--- src/rtl/gpio_hex_display_if.sv ---
// CPU-side GPIO write port and scan-display outputs of the hex display block.
interface gpio_hex_display_if;
    logic        gpio_we;
    logic [31:0] gpio_data;
    logic [31:0] value_out;
    logic [7:0]  an;
    logic [6:0]  seg;
    logic        frame_pulse;

    modport master (
        output gpio_we, gpio_data,
        input  value_out, an, seg, frame_pulse
    );

    modport slave (
        input  gpio_we, gpio_data,
        output value_out, an, seg, frame_pulse
    );
endinterface

--- src/rtl/gpio_hex_display.sv ---
// 8-digit multiplexed hex display fed by a CPU GPIO word, committed only at frame boundaries.
// Optional macro LEADING_ZERO_BLANK_EN blanks digits above the most significant nonzero nibble.
module gpio_hex_display #(
    parameter int REFRESH_DIV = 50000
) (
    input  logic               clk,
    input  logic               rst,
    gpio_hex_display_if.slave  bus
);
    localparam int CNT_W = (REFRESH_DIV > 1) ? $clog2(REFRESH_DIV) : 1;
    localparam logic [CNT_W-1:0] CNT_LAST = CNT_W'(REFRESH_DIV - 1);

    logic [CNT_W-1:0] counter_reg;
    logic [2:0]       idx_reg;
    logic [31:0]      shadow_reg;
    logic             pending_reg;
    logic [31:0]      display_reg;
    logic             frame_pulse_reg;
    logic [7:0]       an_reg;
    logic [6:0]       seg_reg;

    logic             tick;
    logic             frame;
    logic [2:0]       idx_next;
    logic [31:0]      display_next;
    logic [6:0]       seg_next;

    function automatic logic [6:0] hex_decode(input logic [3:0] n);
        logic [6:0] s;
        case (n)
            4'h0: s = 7'b1000000;
            4'h1: s = 7'b1111001;
            4'h2: s = 7'b0100100;
            4'h3: s = 7'b0110000;
            4'h4: s = 7'b0011001;
            4'h5: s = 7'b0010010;
            4'h6: s = 7'b0000010;
            4'h7: s = 7'b1111000;
            4'h8: s = 7'b0000000;
            4'h9: s = 7'b0010000;
            4'hA: s = 7'b0001000;
            4'hB: s = 7'b0000011;
            4'hC: s = 7'b1000110;
            4'hD: s = 7'b0100001;
            4'hE: s = 7'b0000110;
            default: s = 7'b0001110;
        endcase
        return s;
    endfunction

    assign tick  = (counter_reg == CNT_LAST);
    assign frame = tick && (idx_reg == 3'd7);

    // an/seg are computed from the post-edge index and display so they move together with idx.
    assign idx_next     = tick ? idx_reg + 3'd1 : idx_reg;
    assign display_next = (frame && pending_reg) ? shadow_reg : display_reg;

`ifdef LEADING_ZERO_BLANK_EN
    logic [7:0] nz;
    genvar gi;
    generate
        for (gi = 0; gi < 8; gi++) begin : g_nz
            assign nz[gi] = |display_next[4*gi +: 4];
        end
    endgenerate

    // Digit 0 always shows, so an all-zero display still reads "0".
    always_comb begin
        seg_next = hex_decode(display_next[4*idx_next +: 4]);
        if ((idx_next != 3'd0) && ((nz >> idx_next) == 8'd0))
            seg_next = 7'b1111111;
    end
`else
    always_comb begin
        seg_next = hex_decode(display_next[4*idx_next +: 4]);
    end
`endif

    always_ff @(posedge clk) begin
        if (rst) begin
            counter_reg     <= '0;
            idx_reg         <= 3'd0;
            shadow_reg      <= 32'd0;
            pending_reg     <= 1'b0;
            display_reg     <= 32'd0;
            frame_pulse_reg <= 1'b0;
            an_reg          <= 8'hFE;
            seg_reg         <= 7'b1000000;
        end else begin
            counter_reg     <= tick ? '0 : counter_reg + CNT_W'(1);
            idx_reg         <= idx_next;
            display_reg     <= display_next;
            frame_pulse_reg <= frame;
            if (bus.gpio_we)
                shadow_reg <= bus.gpio_data;
            // A write landing on the boundary keeps pending set: it is committed next frame.
            if (bus.gpio_we)
                pending_reg <= 1'b1;
            else if (frame)
                pending_reg <= 1'b0;
            if (tick) begin
                an_reg  <= ~(8'd1 << idx_next);
                seg_reg <= seg_next;
            end
        end
    end

    assign bus.value_out   = display_reg;
    assign bus.an          = an_reg;
    assign bus.seg         = seg_reg;
    assign bus.frame_pulse = frame_pulse_reg;
endmodule

--- src/flat_wrapper.sv ---
// flat-port wrapper written by rule: the top's interface ports become plain ports
module gpio_hex_display_flat 
#(
    parameter int REFRESH_DIV = 50000
)
  (clk, rst, bus_gpio_we, bus_gpio_data, bus_value_out, bus_an, bus_seg, bus_frame_pulse);
  gpio_hex_display_if bus_i ();
  input  logic clk;
  input  logic rst;
  input wire logic [$bits(bus_i.gpio_we)-1:0] bus_gpio_we;
  input wire logic [$bits(bus_i.gpio_data)-1:0] bus_gpio_data;
  output wire logic [$bits(bus_i.value_out)-1:0] bus_value_out;
  output wire logic [$bits(bus_i.an)-1:0] bus_an;
  output wire logic [$bits(bus_i.seg)-1:0] bus_seg;
  output wire logic [$bits(bus_i.frame_pulse)-1:0] bus_frame_pulse;
  assign bus_i.gpio_we = bus_gpio_we;
  assign bus_i.gpio_data = bus_gpio_data;
  assign bus_value_out = bus_i.value_out;
  assign bus_an = bus_i.an;
  assign bus_seg = bus_i.seg;
  assign bus_frame_pulse = bus_i.frame_pulse;
  gpio_hex_display #(.REFRESH_DIV(REFRESH_DIV)) u_core (.clk(clk), .rst(rst), .bus(bus_i));
endmodule
--- config.mk ---
export PLATFORM = sky130hd
export DESIGN_NAME = gpio_hex_display_flat
export DESIGN_NICKNAME = d
export VERILOG_FILES = /design/src/rtl/gpio_hex_display_if.sv /design/src/rtl/gpio_hex_display.sv /design/src/flat_wrapper.sv
export SDC_FILE = /design/constraint.sdc
export NUM_CORES = 1
export LEC_CHECK = 0
export BUFFER_PORTS_ARGS = -buffer_cell sky130_fd_sc_hd__clkbuf_2
export CORE_MARGIN = 2
export CORE_UTILIZATION = 55
export CTS_CLUSTER_DIAMETER = 60
export DETAILED_ROUTE_END_ITERATION = 16
export PLACE_DENSITY = 0.78
export SLEW_MARGIN = 5
export SYNTH_ARGS = -nofsm -noshare
export SYNTH_HDL_FRONTEND = slang
export SYNTH_SLANG_ARGS = --single-unit
--- constraint.sdc ---
create_clock -name clk -period 3.9 [get_ports clk]
set_clock_uncertainty 0.2 [all_clocks]
set_input_delay 0.975 -clock clk [delete_from_list [all_inputs] [get_ports clk]]
set_output_delay 0.975 -clock clk [all_outputs]
set_load 0.005 [all_outputs]
* After elaboration in Yosys (flattened, before gate mapping)
Memories as Yosys holds them, arrays and structs flattened. A register that Yosys moved wholly into a read port is not among the register bits.
Index checks and enable logic that the tools add are counted.
** Word-level totals
- Register bits :: 93
- ROM bits :: 112
- Input port bits :: 35
- Output and inout port bits :: 48
- Word-level logic and storage cells :: 23
- Memories kept :: 1
** Operators by class
- Add/subtract/negate cells :: 2
- Eq/ne operators :: 2
- Shift operators :: 2
- Multiplexer cells :: 4
- Bitwise logic cells :: 1
- Reductions and logical operators :: 4
** Memory list
- (no name shown) :: depth 16, bits a word 7, read ports 1, clocked after Yosys merged registers in 1, write ports 0, line gpio_hex_display.sv:30 : case (n)
** Operators by type and width (count)
- $mux W32 :: 1
- $shiftx A32 B6 Y4 :: 1
- $add A16 B1 Y16 const B :: 1
- $eq A16 B16 Y1 const B :: 1
- $not A8 Y8 :: 1
- $shl A1 B3 Y8 const A :: 1
- $add A3 B1 Y3 const B :: 1
- $eq A3 B3 Y1 const B :: 1
- $mux W3 :: 1
- $logic_and A1 B1 Y1 :: 2
- $mux W1 :: 2
- $reduce_bool A2 Y1 :: 1
- $reduce_or A2 Y1 :: 1

* Logic depth before layout (Yosys ltp)
Gate-level depths: netlist of the first run.
- Word-level depth :: 5
- Gate-level depth with buffers :: 16
- Depth with buffers taken out :: 15

* Worst setup path before layout of the first run
OpenSTA, ideal clock, no wires.
- Kind :: register -> register
- From :: register u_core.idx_reg[0]
- To :: register u_core.seg_reg[0], in the netlist u_core.bus.seg[0]
- Library setup time :: 0.129 ns
- Arrival :: 2.890 ns
- Data required time :: 3.571 ns
- Setup slack :: 0.681 ns
- Stages on the path, launching flop included :: 14
- Path through :: dfxtp_1 > ha_1 > ha_1 > nand2_1 > clkbuf_1 > nand2_1 > o221ai_1 > a221oi_1 > o31ai_2 > inv_1 > ha_1 > a2111oi_0 > a41o_1 > nor3_1
** Between the ends
- Longest elaborated chain between the ends :: 5
** Ends and longest elaborated chain
- start: declaration :: line gpio_hex_display.sv:14 : logic [2:0] idx_reg;
- start signal: assignment :: line gpio_hex_display.sv:91 : idx_reg <= idx_next;
- branches (longest 4 deep; another with $add A3 B1 Y3)
- $shiftx A32 B6 Y4 * :: line gpio_hex_display.sv:75 : seg_next = hex_decode(display_next[4*idx_next +: 4]);
- end: declaration :: line gpio_hex_display.sv:20 : logic [6:0] seg_reg;
Mark *: on every way between the ends.
A chain may end at the register's enable or synchronous reset.

* Final worst setup path of the first run
- From :: register u_core.idx_reg[1]
- To :: register u_core.seg_reg[2], in the netlist u_core.bus.seg[2]
Same word-level chain as after synthesis.

==> results.sh, run 1 <==
export IMPL_startpoint="u_core.idx_reg[1]$_SDFF_PP0_"
export IMPL_yosys_warnings=0
export IMPL_power_total_uw=1790
export IMPL_rows=34
export IMPL_ir_worst_vdd_mv=0.202
export IMPL_cp_arrival_ns=3.86
export IMPL_wirelength_mm=13.2
export IMPL_reg2regPathDepth=13
export IMPL_grt_pass1_wl_mm=21.2
export IMPL_fin_crit_sh=0.966
export IMPL_status="complete, no violations"
export IMPL_grt_pass1_vias=4358
export IMPL_route_detailed_drc=0
export IMPL_synth_cell_area_sq_um=5010
export IMPL_setup_viol=0
export IMPL_synth_edf_count=0
export IMPL_ios=83
export IMPL_clock_sinks=100
export IMPL_avgRoutedWirePerCell_microns=17.0
export IMPL_clock_root_buffer="clkbuf_8"
export IMPL_area_growth_pct=13.8
export IMPL_crit_type="register to register"
export IMPL_cts_buffers=9
export IMPL_grt_max_degree=51
export IMPL_crit_family="simple AND/OR/NAND/NOR gates"
export IMPL_grt_busiest_layer="met2"
export IMPL_h_tree_depth=3
export IMPL_hold_ws_ns=0.257
export IMPL_die_area_sq_um=9890
export IMPL_drtAntennaViolNets=0
export IMPL_cap_violations=0
export IMPL_grt_use_met2=0.426
export IMPL_grtUsageMet1=0.357
export IMPL_clock_latency_ns=0.38
export IMPL_finalCriticalPeriod_ns=3.77
export IMPL_crit_slowest_cell="dfxtp_1"
export IMPL_antenna_found_initial=0
export IMPL_critPathLaunchType="register"
export IMPL_use_met3=0.0457
export IMPL_relSlewSlack=0.271
export IMPL_synth_top_area_frac=0.400
export IMPL_synthCells=591
export IMPL_post_synth_top_area_cell="dfxtp_1"
export IMPL_crit_chain="ha_1 -> ha_1 -> nand2_1 -> buf_4 -> nor2_4 -> a21oi_1 -> a31oi_1 -> a21o_1 -> inv_1 -> ha_1 -> nor4_1 -> a311oi_1 -> nor3_1"
export IMPL_hold_class="register to register"
export IMPL_r2r_start="u_core.idx_reg[1]$_SDFF_PP0_"
export IMPL_path_buf_inv=2
export IMPL_dpl_hpwl_mm=9.48
export IMPL_first_pass_iters=7
export IMPL_seq_area_frac_synth=0.400
export IMPL_initial_core_util=0.572
export IMPL_routed_via_density=6.05
export IMPL_ys_flop_type="dfxtp_1"
export IMPL_cp_end_kind="register"
export IMPL_layout_nets=711
export IMPL_drive_gt1_frac=0.219
export IMPL_cts_tree="yes"
export IMPL_die_h_microns=99.5
export IMPL_p_per_area_nw_per_um2=314
export IMPL_worst_pin_slew_ns=1.09
export IMPL_synth_top_cells_by_area="dfxtp_1, mux2i_1, nand2_1, nor2_1, a21oi_1"
export IMPL_post_route_util=0.651
export IMPL_ys_ff_latch=100
export IMPL_overflow=0
export IMPL_drt_iter0_drc=378
export IMPL_critPathMaxStageDelay_ns=0.45
export IMPL_crit_top_cell="ha_1"
export IMPL_grt_usage=0.265
export IMPL_whs_path_depth=2
export IMPL_min_to="u_core.bus.seg[3]$_SDFFE_PP0N_"
export IMPL_fmax_mhz=266
export IMPL_syn_nets=635
export IMPL_gp_congestion=1.09
export IMPL_synth_distinct_cells=76
export IMPL_crit_fanout=16
export IMPL_reg2reg_setup_slack_ns=0.13
export IMPL_nFillCells=761
export IMPL_rr_endpoint="u_core.bus.seg[2]$_SDFFE_PP0N_"
export IMPL_worstPathRequired_ns=3.99
export IMPL_clkTransAtPathRegs_ns=0.10
export IMPL_clockBufferDepth=2
export IMPL_num_antenna_cells=0
export IMPL_p_leak_uw=0.00233
export IMPL_die_w_microns=99.5
export IMPL_synthArstFlopShare=0
export IMPL_portBuffers=82
export IMPL_vias=4717
export IMPL_coreArea_sq_um=8760
export IMPL_hp_start="u_core.bus.seg[3]$_SDFFE_PP0N_"
export IMPL_finalMaxSlewViolations=0
export IMPL_syn_area_per_cell_sq_um=8.48
export IMPL_hold_viol=0
-- worst reg2reg max path, stage by stage, from the launching register on --
cell      delay, ns
dfxtp_1        0.45
ha_1           0.20
ha_1           0.19
nand2_1        0.35
buf_4          0.32
nor2_4         0.30
a21oi_1        0.13
a31oi_1        0.31
a21o_1         0.26
inv_1          0.12
ha_1           0.24
nor4_1         0.37
a311oi_1       0.10
nor3_1         0.15
-- synthesized netlist by cell type, types with 8 or more instances --
library cell and n:
nor3_1 11, clkbuf_1 26, inv_1 8, nand3_1 11, nand2_1 92, nor2_1 90, o21ai_0 12, dfxtp_1 100
a21oi_1 45, ha_1 9, mux2i_1 46, o21bai_1 9, and3_1 8
-- worst max-delay path by stage --
stage | slack, ns | endpoint | depth (start not counted)
2_1_floorplan | 0.68 | u_core.bus.seg[0]$_SDFFE_PP0N_ | 13
3_3_place_gp | 0.32 | u_core.bus.seg[0]$_SDFFE_PP0N_ | 14
3_5_place_dp | 0.22 | u_core.bus.seg[0]$_SDFFE_PP0N_ | 14
4_1_cts | 0.16 | u_core.bus.seg[0]$_SDFFE_PP0N_ | 14
5_1_grt | -0.03 | u_core.bus.seg[0]$_SDFFE_PP0N_ | 14
6_report | 0.13 | u_core.bus.seg[2]$_SDFFE_PP0N_ | 13
-- per-stage QoR --
stage | instances | setup slack [ns] | TNS [ns] | area, sq um
final | 780 | 0.134 | 0 | 5700
after global routing | 780 | -0.0281 | -0.0281 | 5700
after CTS | 774 | 0.159 | 0 | 5660
after detailed placement | 758 | 0.223 | 0 | 5470
after global placement | 758 | 0.321 | 0 | 5470
after floorplan | 591 | 0.681 | 0 | 5010
-- cell usage in the layout (no fill, tap or decap), types with 8 or more instances in the layout --
| cell | Yosys | routed |
|---|---|---|
| dfxtp_1 | 100 | 100 |
| nand2_1 | 92 | 92 |
| nor2_1 | 90 | 90 |
| clkbuf_2 | 0 | 82 |
| mux2i_1 | 46 | 46 |
| a21oi_1 | 45 | 45 |
| buf_4 | 1 | 19 |
| o21ai_0 | 12 | 12 |
| nor3_1 | 11 | 11 |
| nand3_1 | 11 | 11 |
| o21bai_1 | 9 | 9 |
| ha_1 | 9 | 9 |
| clkbuf_8 | 1 | 9 |
| and3_1 | 8 | 8 |
| inv_1 | 8 | 8 |
-- cells by family (layout without fill, tap and decap cells) --
logic type                 after synthesis  in the layout  synth area share
DFF                                    100            100             0.400
buffers and inverters                   45            126            0.0429
AOI/OAI and AO/OA                      117            117             0.158
xor gates and xnor gates                14             14            0.0245
and+or+nand+nor                        251            251             0.232
adders and majority gates                9              9            0.0225
muxes                                   55             55             0.121
-- layout make-up --
| class | count | area, sq um | area share |
|---|---|---|---|
| clock inverters | 6 | 56.3 | 0.00987 |
| multi-input cells | 446 | 2800 | 0.490 |
| clock buffers | 10 | 128 | 0.0224 |
| flip-flops and latches | 100 | 2000 | 0.351 |
| well taps | 108 | 135 | 0.0237 |
| inverters | 9 | 33.8 | 0.00592 |
| repair buffers | 101 | 553 | 0.0970 |
-- timing repair --
item	in CTS	in global routing
endpoints found under the setup margin	0	3
gates resized for setup	0	1
hold buffers	0	0
buffers inserted	0	6
-- report_power, final --
part | switching (uW) | total (uW) | internal (uW) | leakage, uW
Combinational | 45.2 | 86.6 | 41.4 | 0.00143
Clock | 391 | 637 | 246 | 0.0000909
Sequential | 21.7 | 1070 | 1040 | 0.000813
-- per-layer routing --
layer,share of wire,vias to the layer above
li1,-,2225
met1,0.42,2208
met2,0.47,231
met3,0.072,53
met4,0.034,0
met5,0,-
(Power assumes the default switching activity.)
==> inputs of run 2 (changes only) <==
--- a/config.mk
+++ b/config.mk
@@ -6,6 +6,7 @@
 export NUM_CORES = 1
 export LEC_CHECK = 0
 export BUFFER_PORTS_ARGS = -buffer_cell sky130_fd_sc_hd__clkbuf_2
+export CORE_ASPECT_RATIO = 0.7
 export CORE_MARGIN = 2
 export CORE_UTILIZATION = 55
 export CTS_CLUSTER_DIAMETER = 60
==> run 2 against run 1 <==
Effect of this change: non-clock buffer count increased by 1; worst setup slack improved by 0.22 ns; clock power rose by 30%; clock-buffer cell count down 1; highest routed layer unchanged.
==> results.sh, run 2 (synthesis gave the netlist of run 1 again) <==
export IMPL_drive_gt1_frac=0.223
export IMPL_grt_setup_unrepaired="false"
export IMPL_die_w_microns=118
export IMPL_final_cell_mix="dfxtp_1, nand2_1, nor2_1"
export IMPL_coreArea_sq_um=8960
export IMPL_cp_end_kind="register"
export IMPL_crit_chain="ha_1 -> and3_4 -> nand2_2 -> nor3_2 -> buf_4 -> nand2_1 -> o221ai_1 -> a221oi_1 -> o31ai_2 -> inv_1 -> ha_1 -> a2111oi_1 -> a41o_1 -> nor3_1"
export IMPL_first_pass_iters=5
export IMPL_switchingPower_uw=462
export IMPL_routed_via_density=5.80
export IMPL_crit_slowest_cell="a2111oi_1"
export IMPL_gp_congestion=0.910
export IMPL_fin_crit_sh=0.908
export IMPL_final_common_cell="dfxtp_1"
export IMPL_fmax_mhz=282
export IMPL_die_h_microns=83.9
export IMPL_hold_ws_ns=0.247
export IMPL_route_detailed_drc=0
export IMPL_portBuffers=82
export IMPL_setup_tns_ns=0
export IMPL_grt_pass1_vias=4335
export IMPL_layout_nets=712
export IMPL_swShare=0.233
export IMPL_drt_iter0_drc=424
export IMPL_hold_class="register to register"
export IMPL_layout_cells_non_filler=796
export IMPL_ir_worst_vdd_mv=0.258
export IMPL_p_clk_frac=0.419
export IMPL_dpl_hpwl_mm=10.1
export IMPL_worst_pin_slew_ns=1.10
export IMPL_cts_tree="yes"
export IMPL_initial_core_util=0.559
export IMPL_num_antenna_cells=0
export IMPL_power_internal_uw=1520
export IMPL_cts_buffers=9
export IMPL_drtAntennaViolNets=0
export IMPL_finalCriticalPeriod_ns=3.54
export IMPL_p_per_area_nw_per_um2=339
export IMPL_clock_latency_ns=0.35
export IMPL_area_growth_pct=16.5
export IMPL_cp_arrival_ns=3.57
export IMPL_grt_usage=0.285
export IMPL_finalMaxSlewViolations=0
export IMPL_crit_fanout=13
export IMPL_hold_viol=0
export IMPL_vias=4620
export IMPL_p_leak_uw=0.00238
export IMPL_clkTransAtPathRegs_ns=0.07
export IMPL_h_tree_depth=3
export IMPL_clock_sinks=100
export IMPL_comb_power_share=0.044
export IMPL_clock_root_buffer="clkbuf_16"
export IMPL_grtUsageMet1=0.404
export IMPL_cap_violations=0
export IMPL_worstPathRequired_ns=3.92
export IMPL_clockBufferDepth=2
export IMPL_antenna_found_initial=0
export IMPL_grt_pass1_wl_mm=22.5
export IMPL_grt_max_degree=53
export IMPL_crit_top_cell="ha_1"
export IMPL_use_met3=0.0567
export IMPL_critPathMaxStageDelay_ns=0.38
export IMPL_avgRoutedWirePerCell_microns=17.5
export IMPL_ios=83
export IMPL_pwr_share_seq=0.537
export IMPL_overflow=0
export IMPL_status="complete, no violations"
export IMPL_placedCellCount=779
export IMPL_critPathLaunchType="register"
export IMPL_setup_viol=0
export IMPL_relSlewSlack=0.267
export IMPL_grt_busiest_layer="met2"
export IMPL_wirelength_mm=13.9
export IMPL_die_area_sq_um=9900
export IMPL_hold_buffers=0
export IMPL_crit_type="register to register"
export IMPL_rows=29
export IMPL_grt_use_met2=0.447
[run 2: changes by cell type in the layout (fill, tap and decap cells not counted), sizes merged]
cell      previous run  this run
inv                 12        11
clkinv               2         1
buf                 19        20
clkbuf              92        91
clkinvlp             1         3
[run 2: repair_timing]
action,4_1_cts,5_1_grt
setup buffers,0,2
resized for setup,0,3
endpoints found under the setup margin,0,3
[run 2: cell type report]
cell class	instances	area [sq um]
inverter	9	33.8
sequential	100	2000
multi-input combinational	446	2800
fill	807	3120
clock buffer	9	225
tap	124	155
clock inverter	6	48.8
timing repair buffer	102	573
[run 2: per-stage QoR]
step	total power (uW)	setup slack, ns	util	instance area [sq um]
final	1980	0.357	0.652	5840
after global routing	2050	0.0602	0.652	5840
after global placement	1170	0.342	0.618	5540
after floorplan	1140	0.681	-	5010
after detailed placement	1180	0.264	0.618	5540
after CTS	2000	0.221	0.649	5820
[run 2: per-layer routing]
layer	routed length, microns	up-vias	part of all wire
li1	-	2221	-
met1	6580	2212	0.47
met2	6350	172	0.46
met3	830	15	0.060
met4	148	0	0.011
met5	0	-	0
[run 2: worst max-delay path: cells and delay by family, from the launching register on]
family                     cells  cell delay (ns)
AOI/OAI and AO/OA              5             1.23
and+or+nand+nor                5             0.72
adders and majority gates      2             0.48
buffers and inverters          2             0.43
DFF                            1             0.37
[run 2: final timing paths]
path | from | end | slack (ns) | depth (start not counted)
setup / recovery | u_core.counter_reg[0]$_SDFF_PP0_ | u_core.bus.seg[0]$_SDFFE_PP0N_ | 0.36 | 14
hold / removal | u_core.bus.seg[3]$_SDFFE_PP0N_ | u_core.bus.seg[3]$_SDFFE_PP0N_ | 0.25 | 2
setup reg to reg | u_core.counter_reg[0]$_SDFF_PP0_ | u_core.bus.seg[0]$_SDFFE_PP0N_ | 0.36 | 14
hold reg to reg | u_core.bus.seg[3]$_SDFFE_PP0N_ | u_core.bus.seg[3]$_SDFFE_PP0N_ | 0.25 | 2
[run 2: power by group through the flow]
stage / sequential [uW] / combinational (uW) / clock (uW)
after floorplan: 1080 / 59.9 / 0
after global placement: 1090 / 84.4 / 0
after detailed placement: 1090 / 88.2 / 0
after CTS: 1060 / 88.4 / 848
after global routing: 1070 / 97.9 / 889
final: 1060 / 88.2 / 830
==> inputs of run 3 (changes only) <==
--- a/config.mk
+++ b/config.mk
@@ -12,6 +12,7 @@
 export CTS_CLUSTER_DIAMETER = 60
 export DETAILED_ROUTE_END_ITERATION = 16
 export PLACE_DENSITY = 0.78
+export RECOVER_POWER = 25
 export SLEW_MARGIN = 5
 export SYNTH_ARGS = -nofsm -noshare
 export SYNTH_HDL_FRONTEND = slang
==> run 3 against run 2 <==
Effect of this change: final cell count did not move; utilization decreased by 0.39 points; sequential cell count unchanged; sequential power about the same; the run now ends with max-capacitance violations, max-slew violations left; global-route usage stayed put; via count up 0.50%.
==> results.sh, run 3 (synthesis gave the netlist of run 1 again) <==
export IMPL_p_clk_frac=0.420
export IMPL_portBuffers=82
export IMPL_rows=29
export IMPL_crit_type="register to register"
export IMPL_setup_tns_ns=0
export IMPL_grt_setup_unrepaired="false"
export IMPL_layout_nets=712
export IMPL_hold_ws_ns=0.247
export IMPL_finalMaxSlewViolations=38
export IMPL_dpl_hpwl_mm=10.1
export IMPL_setup_viol=0
export IMPL_grtUsageMet1=0.404
export IMPL_grt_pass1_wl_mm=22.5
export IMPL_relSlewSlack=-0.0956
export IMPL_grt_busiest_layer="met2"
export IMPL_fmax_mhz=282
export IMPL_num_antenna_cells=0
export IMPL_wirelength_mm=13.9
export IMPL_grt_pass1_vias=4335
export IMPL_final_cell_mix="dfxtp_1, nand2_1, nor2_1"
export IMPL_power_internal_uw=1520
export IMPL_use_met3=0.0567
export IMPL_drive_gt1_frac=0.199
export IMPL_cts_tree="yes"
export IMPL_grt_usage=0.285
export IMPL_gp_congestion=0.910
export IMPL_cts_buffers=9
export IMPL_ir_worst_vdd_mv=0.257
export IMPL_fin_crit_sh=0.908
export IMPL_swShare=0.234
export IMPL_fin_area_sq_um=5800
export IMPL_critPathLaunchType="register"
export IMPL_clockBufferDepth=2
export IMPL_violations="max-capacitance violations, max-slew violations"
export IMPL_cp_arrival_ns=3.56
export IMPL_place_area_sq_um=5540
export IMPL_fin_ws_ns=0.358
export IMPL_route_detailed_drc=0
export IMPL_routed_via_density=5.83
export IMPL_post_route_util=0.648
export IMPL_h_tree_depth=3
export IMPL_p_per_area_nw_per_um2=342
export IMPL_die_w_microns=118
export IMPL_first_pass_iters=5
export IMPL_worst_pin_slew_ns=1.64
export IMPL_pwr_share_seq=0.537
export IMPL_drtAntennaViolNets=0
export IMPL_status="finished, violations left"
export IMPL_die_h_microns=83.9
export IMPL_avgRoutedWirePerCell_microns=17.4
export IMPL_crit_fanout=13
export IMPL_grt_use_met2=0.447
export IMPL_final_common_cell="dfxtp_1"
export IMPL_cap_violations=1
export IMPL_p_leak_uw=0.00232
export IMPL_initial_core_util=0.559
export IMPL_vias=4643
export IMPL_switchingPower_uw=463
export IMPL_hold_class="register to register"
export IMPL_worstPathRequired_ns=3.92
export IMPL_dpl_worst_slack_ns=0.264
export IMPL_clkTransAtPathRegs_ns=0.07
export IMPL_die_area_sq_um=9900
export IMPL_coreArea_sq_um=8960
export IMPL_clock_root_buffer="clkbuf_16"
export IMPL_grt_max_degree=53
export IMPL_area_growth_pct=15.8
export IMPL_clock_latency_ns=0.35
export IMPL_drt_iter0_drc=428
export IMPL_antenna_found_initial=0
export IMPL_comb_power_share=0.043
export IMPL_finalCriticalPeriod_ns=3.54
export IMPL_ios=83
export IMPL_overflow=0
export IMPL_cp_end_kind="register"
export IMPL_clock_sinks=100
export IMPL_hold_viol=0
export IMPL_hold_buffers=0
==> run 3: cell counts in the layout (fill, tap and decap cells not counted) <==
No cell type changed its count.
==> run 3: worst paths after layout <==
check,start,to,slack [ns],cells after the start
worst max register to register,u_core.counter_reg[0]$_SDFF_PP0_,u_core.bus.seg[0]$_SDFFE_PP0N_,0.36,14
worst min-delay path,u_core.bus.seg[3]$_SDFFE_PP0N_,u_core.bus.seg[3]$_SDFFE_PP0N_,0.25,2
worst max-delay path,u_core.counter_reg[0]$_SDFF_PP0_,u_core.bus.seg[0]$_SDFFE_PP0N_,0.36,14
worst min register to register,u_core.bus.seg[3]$_SDFFE_PP0N_,u_core.bus.seg[3]$_SDFFE_PP0N_,0.25,2
==> run 3: power groups by stage <==
stage               clock network, uW  registers [uW]  logic, uW
finish                            832            1060       86.0
global route                      889            1070       95.9
CTS                               848            1060       88.4
detailed placement                  0            1090       88.2
global placement                    0            1090       84.4
floorplan                           0            1080       59.9
==> run 3: routing by layer <==
metal,part of all wire,up-vias
li1,-,2222
met1,0.47,2252
met2,0.46,157
met3,0.057,12
met4,0.0091,0
met5,0,-
==> run 3: per-stage QoR <==
| step | power [uW] | instances |
|---|---|---|
| floorplan | 1140 | 591 |
| global placement | 1170 | 779 |
| detailed placement | 1180 | 779 |
| CTS | 2000 | 794 |
| global route | 2050 | 796 |
| finish | 1980 | 796 |
==> run 3: layout make-up <==
| cell class | instances | area, sq um |
|---|---|---|
| clock buffer | 9 | 225 |
| clock inverter | 6 | 48.8 |
| fill | 814 | 3160 |
| inverter | 9 | 33.8 |
| multi-input combinational | 446 | 2800 |
| sequential | 100 | 2000 |
| tap | 124 | 155 |
| timing repair buffer | 102 | 538 |
==> run 3: worst max-delay path, cell delays in order (launching register included) <==
cell and delay [ns]:
dfxtp_1 0.37, ha_1 0.23, and3_4 0.23, nand2_2 0.13, nor3_2 0.19, buf_4 0.25
nand2_1 0.12, o221ai_1 0.20, a221oi_1 0.11, o31ai_2 0.37, inv_1 0.18, ha_1 0.25
a2111oi_1 0.38, a41o_1 0.15, nor3_1 0.05
==> run 3: repair_timing <==
item                                    in CTS  in global routing
buffers inserted                             0                  2
resized for setup                            0                  3
endpoints found under the setup margin       0                  3
